`src/rtl/bist_sequencer.sv`:
```
// bist_sequencer: automatic BIST sequencer that drives the ring/Johnson/LFSR pattern
// generators phase by phase, compacts their output into a Galois MISR and checks each
// phase signature against a golden value.
//   clk, rst                 clock, synchronous active-high reset
//   start                    begin a run (accepted in IDLE or DONE only)
//   tick                     one-cycle pacing strobe
//   mode_sel                 00 all phases, 01 ring, 10 Johnson, 11 LFSR
//   pattern                  generator output compacted into the MISR
//   gen_rst                  one-cycle generator reset at each phase start
//   ring/johnson/lfsr enable generator advance strobes for the active phase
//   busy, done, pass         run active, run finished, all checked phases matched
//   phase                    active phase (00 when not busy)
//   signature                current MISR contents
module bist_sequencer #(
    parameter int               WIDTH     = 16,
    parameter int               DWELL     = 16,
    parameter logic [WIDTH-1:0] MISR_POLY = 16'hB400,
    parameter logic [WIDTH-1:0] MISR_SEED = 16'hFFFF,
    parameter logic [WIDTH-1:0] GOLD_RING = 16'h0000,
    parameter logic [WIDTH-1:0] GOLD_JOHN = 16'h0000,
    parameter logic [WIDTH-1:0] GOLD_LFSR = 16'h0000
) (
    input  logic             clk,
    input  logic             rst,
    input  logic             start,
    input  logic             tick,
    input  logic [1:0]       mode_sel,
    input  logic [WIDTH-1:0] pattern,
    output logic             gen_rst,
    output logic             ring_counter_enable,
    output logic             johnson_counter_enable,
    output logic             lfsr_enable,
    output logic             busy,
    output logic             done,
    output logic             pass,
    output logic [1:0]       phase,
    output logic [WIDTH-1:0] signature
);
    localparam int CW = $clog2(DWELL + 1);

    typedef enum logic [2:0] {IDLE, LOAD, RUN, CAPT, CHECK, DONE} state_t;

    state_t           state_q, state_d;
    logic [1:0]       mode_q, mode_d;
    logic [1:0]       phase_q, phase_d;
    logic [CW-1:0]    cnt_q, cnt_d;
    logic [WIDTH-1:0] misr_q, misr_d;
    logic             fail_q, fail_d;
    logic             absorb_q, absorb_d;
    logic             strobe;
    logic [WIDTH-1:0] golden;

    always_ff @(posedge clk) begin
        if (rst) begin
            state_q  <= IDLE;
            mode_q   <= '0;
            phase_q  <= '0;
            cnt_q    <= '0;
            misr_q   <= '0;
            fail_q   <= 1'b0;
            absorb_q <= 1'b0;
        end else begin
            state_q  <= state_d;
            mode_q   <= mode_d;
            phase_q  <= phase_d;
            cnt_q    <= cnt_d;
            misr_q   <= misr_d;
            fail_q   <= fail_d;
            absorb_q <= absorb_d;
        end
    end

    always_comb begin
        state_d  = state_q;
        mode_d   = mode_q;
        phase_d  = phase_q;
        cnt_d    = cnt_q;
        fail_d   = fail_q;
        strobe   = (state_q == RUN) && tick;
        // the generator output moves one cycle after its strobe, so absorb then
        absorb_d = strobe;
        misr_d   = absorb_q ? ({misr_q[WIDTH-2:0], 1'b0} ^ (misr_q[WIDTH-1] ? MISR_POLY : '0) ^ pattern)
                            : misr_q;
        golden   = phase_q == 2'b01 ? GOLD_RING : phase_q == 2'b10 ? GOLD_JOHN : GOLD_LFSR;
        case (state_q)
            IDLE, DONE: begin
                if (start) begin
                    mode_d  = mode_sel;
                    phase_d = mode_sel == 2'b00 ? 2'b01 : mode_sel;
                    fail_d  = 1'b0;
                    state_d = LOAD;
                end
            end
            LOAD: begin
                misr_d  = MISR_SEED;
                cnt_d   = '0;
                state_d = RUN;
            end
            RUN: begin
                if (strobe) begin
                    cnt_d   = cnt_q + CW'(1);
                    state_d = cnt_q == CW'(DWELL - 1) ? CAPT : RUN;
                end
            end
            CAPT: state_d = CHECK;
            CHECK: begin
                fail_d = fail_q | (misr_q != golden);
                if (mode_q == 2'b00 && phase_q != 2'b11) begin
                    phase_d = phase_q + 2'b01;
                    state_d = LOAD;
                end else begin
                    state_d = DONE;
                end
            end
            default: state_d = IDLE;
        endcase
    end

    assign busy                   = state_q != IDLE && state_q != DONE;
    assign done                   = state_q == DONE;
    assign pass                   = done && !fail_q;
    assign gen_rst                = state_q == LOAD;
    assign ring_counter_enable    = strobe && phase_q == 2'b01;
    assign johnson_counter_enable = strobe && phase_q == 2'b10;
    assign lfsr_enable            = strobe && phase_q == 2'b11;
    assign phase                  = busy ? phase_q : 2'b00;
    assign signature              = misr_q;
endmodule

```
`config.mk`:
```
export PLATFORM = sky130hd
export DESIGN_NAME = bist_sequencer
export DESIGN_NICKNAME = d
export VERILOG_FILES = /design/src/rtl/bist_sequencer.sv
export SDC_FILE = /design/constraint.sdc
export NUM_CORES = 1
export LEC_CHECK = 0
export BUFFER_PORTS_ARGS = -buffer_cell sky130_fd_sc_hd__buf_2
export CAP_MARGIN = 10
export CORE_UTILIZATION = 28
export CTS_CLUSTER_DIAMETER = 100
export CTS_CLUSTER_SIZE = 25
export DETAILED_ROUTE_END_ITERATION = 8
export PLACE_DENSITY_LB_ADDON = 0.2
export REMOVE_ABC_BUFFERS = 1
export SKIP_LAST_GASP = 1
export SLEW_MARGIN = 20
export SYNTH_ARGS = -nofsm -noshare
export SYNTH_HDL_FRONTEND = slang
export SYNTH_SLANG_ARGS = --single-unit
```
`constraint.sdc`:
```
create_clock -name clk -period 1.6 [get_ports clk]
set_input_delay 0 -clock clk [delete_from_list [all_inputs] [get_ports clk]]
set_output_delay 0 -clock clk [all_outputs]
set_load 0.05 [all_outputs]
```
# Yosys cells after proc, flatten, opt, wreduce, memory -nomap -nowiden
# Cells that the tools add are included.
word_totals:
  latchBits: 0
  register_bits: 30
  n_memories: 0
  elab_cells: 65
  output_inout_bits: 25
  mem_bits_rw: 0
  rom_bits: 0
op_classes:
  n_mul: 0
  div_mod_pow: 0
  reduce_logical: 22
  add_sub_neg: 2
  shift: 0
  n_eq_ne: 14
  n_mux: 17
  n_lt_le_gt_ge: 0
  bitwise: 3
ops:
  columns: ["cell", "count"]
  rows:
  - ["16-bit 2-to-1 mux", 3]
  - ["16-bit bitwise XOR", 2]
  - ["16-bit nonzero test", 1]
  - ["3-bit one-hot mux with 5 select lines", 1]
  - ["5-bit one-hot mux with 2 select lines", 1]
  - ["3-bit 2-to-1 mux", 3]
  - ["2-bit 2-to-1 mux", 4]
  - ["2-bit inequality test, second input constant", 4]
  - ["2-bit AND reduction", 4]
  - ["1-bit logical AND", 7]
  - ["3-bit by 2-bit equality test with 1-bit output, second input constant", 2]
  - ["3-bit equality test, second input constant", 2]
  - ["2-bit nonzero test", 3]
  - ["5-bit by 1-bit adder with 5-bit output, second input constant", 1]
  - ["5-bit by 4-bit equality test with 1-bit output, second input constant", 1]
  - ["5-bit 2-to-1 mux", 1]
  - ["2-bit equality test, second input constant", 2]
  - ["2-bit logical NOT", 2]
  - ["2-bit one-hot mux with 2 select lines", 1]
  - ["3-bit by 1-bit equality test with 1-bit output, second input constant", 1]
  - ["3-bit logical NOT", 1]
  - ["3-bit inequality test, second input constant", 1]
  - ["3-bit AND reduction", 1]
  - ["3-bit nonzero test", 1]
  - ["7 further kinds", 8]

# Logic depth before layout (Yosys ltp)
# Gate-level depths: netlist of run 1.
depth:
  depth_word: 5
  mapped_depth: 7

# Worst setup path before layout of run 1
# OpenSTA, ideal clock, no wires.
synth_path:
  kind: "flip-flop to output port"
  from: "register state_q[2]"
  to: "output pass"
  setup_slack_ns: -0.115
  stages_incl_launch_ff: 5
  required_ns: 1.600
  arrival_ns: 1.715
  cell_sequence: "dfxtp_1 -> buf_6 -> nor2b_1 -> and2_2 -> nor2b_1"
synth_between:
  elab_chain_cells: 2
synth_lines:
  columns: ["element", "line_no", "source"]
  rows:
  - ["start: declaration", "43", "state_t state_q, state_d;"]
  - ["start signal: assignment", "63", "state_q <= state_d;"]
  - ["3-bit equality test", "120", "assign done = state_q == DONE;"]
  - ["named net done", "34", "output logic done,"]
  - ["1-bit logical AND", "121", "assign pass = done && !fail_q;"]
  - ["end: declaration", "35", "output logic pass,"]
# The timed path passes the listed nets, and every way through them passes these cells.

# Worst setup path after layout of run 1
layout_path:
  from: "register cnt_q[0]"
  to: "register cnt_q[4]"
layout_between:
  elab_chain_cells: 3
layout_lines:
  columns: ["element", "line_no", "source"]
  rows:
  - ["start: declaration", "46", "logic [CW-1:0] cnt_q, cnt_d;"]
  - ["start signal: assignment", "66", "cnt_q <= cnt_d;"]
  - ["5-bit by 1-bit adder with 5-bit output", "101", "cnt_d = cnt_q + CW'(1);"]
  - ["5-bit 2-to-1 mux", "100", "if (strobe) begin"]
  - ["5-bit one-hot mux with 2 select lines", "85", "case (state_q)"]
# No other way between the ends. The select of a mux whose other input is x is not followed.
# A chain may end at the register's enable or synchronous reset.

==> metrics.txt, run 1 <==
Final WS setup=104 ps; final wirelength=3630 um; total gr overflow=0; DP HPWL=2550 um; vias per cell=4.58; Pins Over Slew Limit=0; pre-CTS setup slack=79.2 ps; total iterations of the first detailed-routing run=4; DR DRC count=0; WHS Endpoint=signature[0]; clk buf depth=2; antenna-violating nets left=0; Hold Crit Class=input port to register; most common cell after layout, fill and taps aside=buf_2; Syn Inst Count=190; vias in the first global route=1422; Core Rows=27; CP Data Required Time=1810 ps; IR drop worst, VDD=518 uV; Root Buffer=clkbuf_8; first-pass GRT wire length=6230 um; PD cells=1020 mW/mm^2; post-synth top area cell=dfxtp_1; die area=0.00618 sq mm; gpl congestion=0.771; IO Count=47; WHS=15.0 ps; Hold Vio Cnt, Final=0; outcome=finished, final reports clean; critical path arrival=1710 ps; nets@finish=269; # port buffers=46; total negative setup slack=0 ps; most frequent cells in the layout=buf_2, dfxtp_1, a21oi_1, nand2_1; Max Fclk=0.668 GHz; syn avg cell area=8.65 sq um; worst flop-to-flop path endpoint=cnt_q[4]; hold wc startpoint=pattern[0]; kind of critical path=register to register; Critical Path Sink Type=register; H-tree levels=2; initial antenna violation count=0; CP Max Fanout=4; Initial Util=29.5%; total track usage=12.8%; worst slew pin tran=593 ps; Final Cycle Share=93.5%; Seq/Total Area, Yosys=36.5%; Yosys reg bits=30; CORE AREA=0.00557 sq mm; CTS tree=built; number of max-cap violations=0; crit path launch type=register; largest net degree at the start of global routing=31; Final Core Density=37.5%; Unique masters post-synth=41; Clock Skew=6.26 ps; Die Height=78.6 um; ANT cells=0; total CTS buffers=5; Reg2Reg Depth=6; RSZ-0062 raised after global routing=yes; final setup fails=0; CTS sink cnt=30; Die Wd=78.6 um; routed vias=1439; dpl cell area=0.00195 sq mm; number of setup buffers added after CTS=0; routed length per placed instance=11.6 um; Mapped Area=0.00164 sq mm; Syn. warnings=0; P&R area growth vs syn=27.2%; clock latency on the worst-skew pair=280 ps; post-route cell area=0.00209 sq mm; Worst R2R Start=cnt_q[0]; fin crit period=1500 ps; 1st-iter DRT viols=34; Reg clk slew, reported paths=70 ps; max_slew headroom=60.5%; worst reg2reg setup slack=100 ps; hold path depth=3; Pleak=0.878 nW; top cell type's share of synthesized area=36.5%; layout cells sized above 1=31.8%; top post-synthesis cells by area=dfxtp_1, xnor2_1, a21oi_1
per-stage QoR:
stage | std cells | total power [mW]
2_1_floorplan | 178 | 1.32
3_3_place_gp | 304 | 1.51
3_5_place_dp | 304 | 1.51
4_1_cts | 314 | 2.17
5_1_grt | 314 | 2.26
6_report | 314 | 2.14
area by class of cell:
cell class / instances / area (sq um)
repair buffers: 56 / 328
clock buffers: 6 / 82.6
inverters: 9 / 33.8
fillers: 611 / 3480
flip-flops and latches: 30 / 609
clock inverters: 2 / 12.5
multi-input cells: 139 / 935
well taps: 72 / 90.1
logic make-up (layout without fill, tap and decap cells):
logic type	after synthesis	count (layout)	share of synthesized area (%)
simple gates	58	58	19.3
compound gates	46	46	15.7
flops	30	30	36.5
xor+xnor	22	22	12.2
buf+inv	21	73	7.08
mux	7	7	4.64
fa+ha+maj	6	6	4.57
where the power goes:
group	switching (mW)	total, mW	internal (mW)	leakage (nW)
registers	0.0744	0.884	0.810	0.248
clock network	0.296	0.641	0.345	0.0472
logic	0.388	0.610	0.222	0.583
total	0.759	2.14	1.38	0.878
per-layer routing:
| layer | track usage, % | vias up | share of wire [%] |
|---|---|---|---|
| met1 | 15.4 | 647 | 49 |
| met2 | 21.2 | 39 | 44 |
| met3 | 3.49 | 5 | 5.7 |
| met5 | 0 | - | 0 |
| li1 | - | 748 | - |
| met4 | 5.56 | 0 | 1.3 |
state kept, by name (all words and copies together), names as in the netlist:
register and cells:
signature 16, absorb_q 1, fail_q 1, cnt_q 5
state_q 3, mode_q 2, phase_q 2
worst max path at each step:
stage,start,endpoint,depth (start not counted)
final,cnt_q[0],cnt_q[4],6
after global routing,cnt_q[0],cnt_q[4],6
after CTS,state_q[0],gen_rst,3
after detailed placement,cnt_q[0],cnt_q[4],6
after global placement,cnt_q[0],cnt_q[4],6
after floorplan,state_q[0],cnt_q[2],3
synthesized netlist by cell type (all sizes together):
library cell,n
dfxtp,30
a21oi,25
nand2,22
o21ai,17
xnor2,16
inv,9
nor2,8
buf,6
clkbuf,6
ha,6
xor2,6
mux2i,5
nor3,5
and2,4
nand2b,3
nor2b,3
nor4,3
mux2,2
nand4,2
a2bb2oi,1
a311oi,1
and2b,1
and3,1
and4bb,1
nand3b,1
nand4b,1
nor3b,1
nor4b,1
o221a,1
o41ai,1
or3b,1
timing repair:
action,4_1_cts,5_1_grt
hold endpoints to repair,2,0
endpoints found under the setup margin,6,5
hold buffers,2,0
gates resized for setup,3,5
worst max-delay path, stage by stage, from the launching register on:
cell	delay [ps]
dfxtp_1	330
ha_1	210
and3_1	180
ha_1	270
o41ai_2	210
nand2_1	90
a21oi_1	130
Power figures use the tool's default switching activity.
==> run 2, diff against run 1 <==
- RECOVER_POWER: unset -> 25
==> metrics.txt, run 2 (synthesized netlist as in run 1, its figures left out) <==
largest net degree at the start of global routing=31 (unchanged); total gr overflow=0 (unchanged); CP Cell Sequence=ha_1 -> and3_1 -> ha_1 -> o41ai_2 -> nand2_1 -> a21oi_1; total CTS buffers=5 (unchanged); Critical Path Sink Type=register; Pleak=0.831 nW (-5.4%); Hold Crit Class=input port to register; P&R area growth vs syn=26.3%; Core Rows=27 (unchanged); number of max-cap violations=0 (unchanged); PD cells=1030 mW/mm^2 (+0.35%); worst slew pin tran=593 ps (unchanged); IR drop worst, VDD=518 uV (about the same); gpl congestion=0.771 (unchanged); Reg clk slew, reported paths=70 ps (about the same); IO Count=47 (unchanged); DP HPWL=2550 um (unchanged); total iterations of the first detailed-routing run=4 (unchanged); DR DRC count=0 (unchanged); outcome=finished, final reports clean; die area=0.00618 sq mm (unchanged); 1st-iter DRT viols=34 (unchanged); post-route cell area=0.00208 sq mm (-0.72%); Hold Vio Cnt, Final=0 (unchanged); max_slew headroom=60.5% (unchanged); RSZ-0062 raised after global routing=yes; Die Height=78.6 um (unchanged); final wirelength=3650 um (+0.47%); fin crit period=1500 ps (unchanged); final setup fails=0 (unchanged); nets@finish=269 (unchanged); number of flip-flops in the largest register=16 (unchanged); Pins Over Slew Limit=0 (unchanged); clk buf depth=2 (unchanged); first-pass GRT wire length=6230 um (unchanged); Overall Power=2.13 mW (-0.38%); CP Data Required Time=1810 ps (about the same); Slowest-stage cell, CP=dfxtp_1; number of setup buffers added after CTS=0 (unchanged); CTS tree=built; kind of critical path=register to register; most frequent CP cell=ha_1; layout cells sized above 1=26.9% (-5.0 points); cell family with most CP delay=adder cells; Critical Path Max Stage Delay=330 ps (about the same); routed length per placed instance=11.6 um (+0.47%); # port buffers=46 (unchanged); antenna-violating nets left=0 (unchanged); ANT cells=0 (unchanged); CORE AREA=0.00557 sq mm (unchanged); Root Buffer=clkbuf_8; total track usage=12.8% (unchanged); WHS=15.0 ps (-0.0242 ps); CP Max Fanout=4 (unchanged); crit path launch type=register; vias in the first global route=1422 (unchanged); H-tree levels=2 (unchanged); dpl cell area=0.00195 sq mm (unchanged); most common cell after layout, fill and taps aside=buf_2; Final Cycle Share=93.5% (unchanged); WP buf/inv=0 (unchanged); Max Fclk=0.668 GHz (unchanged); Die Wd=78.6 um (unchanged); clock latency on the worst-skew pair=280 ps (about the same); routed vias=1439 (unchanged); Initial Util=29.5% (unchanged); initial antenna violation count=0 (unchanged); most frequent cells in the layout=buf_2, dfxtp_1, a21oi_1, nand2_1; vias per cell=4.58 (unchanged); CTS sink cnt=30 (unchanged); Clock Skew=6.26 ps (unchanged); critical path arrival=1710 ps (about the same)
run 2: cell count changes in the layout (fill, tap and decap cells not counted):
cell	previous run	this run
buf_2	44	32
clkbuf_1	0	12
run 2: area by class of cell:
class	count	area (sq um)
clock buffer	6	82.6
multi-input combinational	139	935
clock inverter	2	12.5
sequential	30	609
timing repair buffer	56	313
tap	72	90.1
fill	613	3500
inverter	9	33.8
run 2: per-stage QoR:
| step | cells | TNS, ps | utilization [%] | worst slack (ps) |
|---|---|---|---|---|
| floorplan | 178 | -636 | - | -210 |
| detailed placement | 304 | 0 | 35.1 | 79.2 |
| CTS | 314 | 0 | 37.2 | 13.3 |
| global placement | 304 | 0 | 35.1 | 114 |
| global route | 314 | -16.6 | 37.2 | -16.6 |
| finish | 314 | 0 | 37.2 | 104 |
run 2: worst min-delay path, stage by stage:
cell     delay (ps)
buf_2            80
mux2i_1          60
a21oi_1         120
run 2: timing repair:
item                                    CTS  global route
gates cloned                              0             0
endpoints found under the hold margin     2             0
endpoints found under the setup margin    6             5
resized for setup                         3             5
hold buffers                              2             0
run 2: layer usage:
layer  track usage [%]  share of wire, %  up-vias  wire length (um)
met2              21.2                44       39              1610
met3              3.49               5.9        5               215
met5                 0                 0        -                 0
met4              5.56               1.3        0                48
li1                  -                 -      748                 -
met1              15.4                49      647              1780
run 2: report_power, final:
group | total [mW] | internal (mW) | leakage [nW] | switching [mW]
Clock | 0.641 | 0.345 | 0.0472 | 0.296
Combinational | 0.601 | 0.213 | 0.536 | 0.388
Sequential | 0.885 | 0.810 | 0.248 | 0.0755
Total | 2.13 | 1.37 | 0.831 | 0.760
run 2: final timing paths:
kind | from | to | slack, ps | depth (start not counted)
worst min-delay path | pattern[0] | signature[0] | 20 | 3
worst max-delay path | cnt_q[0] | cnt_q[4] | 100 | 6
worst min register to register | mode_q[1] | mode_q[1] | 480 | 2
worst max register to register | cnt_q[0] | cnt_q[4] | 100 | 6
==> run 3, diff against run 2 <==
- CORE_UTILIZATION: 28 -> 48
- RECOVER_POWER: 25 -> unset
==> metrics.txt, run 3 (synthesized netlist as in run 1, its figures left out) <==
Final Core Density=63.7% (+26 points); placed cells=274 (-9.9%); # port buffers=46 (unchanged); routing usage on met2=28.4% (+7.2 points); final wirelength=3340 um (-8.5%); vias in the first global route=1184 (-17%); Die Height=60.5 um (-23%); routed length per placed instance=11.7 um (+0.84%); number of flip-flops in the largest register=16 (unchanged); gpl congestion=0.743 (-3.6%); most frequent CP cell=nor2b_1; Reg clk slew, reported paths=110 ps (+40 ps); clk buf depth=2 (unchanged); P&R area growth vs syn=22.2%; clock latency on the worst-skew pair=340 ps (+60 ps); Overall Power=1.98 mW (-7.2%); Critical Path Sink Type=output port; Hold Vio Cnt, Final=0 (unchanged); first-pass GRT wire length=5310 um (-15%); Root Buffer=clkbuf_4; RSZ-0062 raised after global routing=yes; CP Data Required Time=1600 ps (-210 ps); Max Fclk=0.629 GHz (-5.8%); most common cell after layout, fill and taps aside=buf_2; critical path arrival=1590 ps (-120 ps); ANT cells=0 (unchanged); Hold Crit Class=input port to register; Core Rows=20 (-26%); post-route insts no fill=285 (-9.2%); pre-CTS setup slack=104 ps (+24.8 ps); outcome=finished, final reports clean; WHS=46.1 ps (+31.1 ps); IO Count=47 (unchanged); Clock Skew=10.8 ps (+4.54 ps); antenna-violating nets left=0 (unchanged); Pleak=0.855 nW (+2.9%); final setup fails=0 (unchanged); Final WS setup=10.9 ps (-92.7 ps); die area=0.00366 sq mm (-41%); busiest grt layer=met2; crit path launch type=register; worst slew pin tran=567 ps (-25.5 ps); Die Wd=60.5 um (-23%); Initial Util=52.1% (+23 points); number of max-cap violations=0 (unchanged); initial antenna violation count=0 (unchanged); met3 capacity usage during global routing=6.61% (+3.1 points); vias per cell=4.99 (+9.0%); layout cells sized above 1=31.1% (+4.3 points); total CTS buffers=5 (unchanged); most frequent cells in the layout=buf_2, dfxtp_1, a21oi_1, nand2_1; nets@finish=268 (-0.37%); DR DRC count=0 (unchanged); Pins Over Slew Limit=0 (unchanged); CP Max Fanout=9 (+5); CTS sink cnt=30 (unchanged); 1st-iter DRT viols=61 (+79%); number of setup buffers added after CTS=0 (unchanged); routed vias=1423 (-1.1%); CP Cell Sequence=buf_4 -> nor2b_1 -> and2_2 -> nor2b_1 -> clkbuf_4; IR drop worst, VDD=621 uV (+20%); largest net degree at the start of global routing=31 (unchanged); Final Cycle Share=99.3% (+5.8 points); total iterations of the first detailed-routing run=4 (unchanged); Critical Path Max Stage Delay=380 ps (+50 ps); H-tree levels=2 (unchanged); CORE AREA=0.00315 sq mm (-43%); total track usage=19.9% (+7.1 points); kind of critical path=register to output port; Slowest-stage cell, CP=dfxtp_2; CTS tree=built; PD cells=983 mW/mm^2 (-4.1%); max_slew headroom=62.2% (+1.7 points); fin crit period=1590 ps (+92.7 ps); DP HPWL=2280 um (-11%); GR Layer Usage met1=26.3% (+11 points); total gr overflow=0 (unchanged)
run 3: changes by cell type in the layout (fill, tap and decap cells not counted):
cell           before  now
clkbuf_1           12    0
dfxtp_4             2    1
dlygate4sd3_1       2    3
buf_12              1    0
buf_2              32   42
dfxtp_2             1    2
clkbuf_4            2    8
clkbuf_8            6    1
run 3: cell type report:
cell class              instances  area (sq um)
clock inverters                 2          12.5
clock buffers                   6          51.3
fillers                       298          1140
inverters                       9          33.8
flip-flops and latches         30           607
repair buffers                 55           315
well taps                      44          55.1
multi-input cells             139           935
run 3: metrics by stage:
step,TNS [ps],cell area (sq um)
finish,0,2010
global route,-349,2010
CTS,-17.7,1990
detailed placement,0,1890
global placement,0,1890
floorplan,-636,1560
run 3: what timing repair did:
item	CTS	global route
hold endpoints to repair	4	0
gates cloned	0	0
hold buffers	3	0
pin swaps	0	0
gates resized for setup	3	7
setup endpoints to repair	8	9
run 3: worst paths after layout:
| path | start | depth (start not counted) | slack (ps) | endpoint |
|---|---|---|---|---|
| setup / recovery | state_q[1] | 5 | 10 | pass |
| hold / removal | pattern[11] | 5 | 50 | signature[11] |
| setup reg to reg | cnt_q[0] | 6 | 130 | cnt_q[4] |
| hold reg to reg | mode_q[1] | 2 | 500 | mode_q[1] |
run 3: critical path, delay by kind of cell (launching register included):
family	cells	cell delay, ps
flip-flops	1	380
buffers and inverters	2	390
AND/OR/NAND/NOR	3	490
run 3: routing by layer:
| layer | part of all wire [%] | wire (um) | vias to the layer above |
|---|---|---|---|
| li1 | - | - | 744 |
| met1 | 49 | 1650 | 630 |
| met2 | 42 | 1420 | 39 |
| met3 | 5.0 | 167 | 10 |
| met4 | 3.1 | 104 | 0 |
| met5 | 0 | 0 | - |
run 3: report_power, final:
part	switching (mW)	total (mW)	internal (mW)
Sequential	0.0728	0.883	0.810
Clock	0.275	0.486	0.211
Combinational	0.385	0.605	0.221
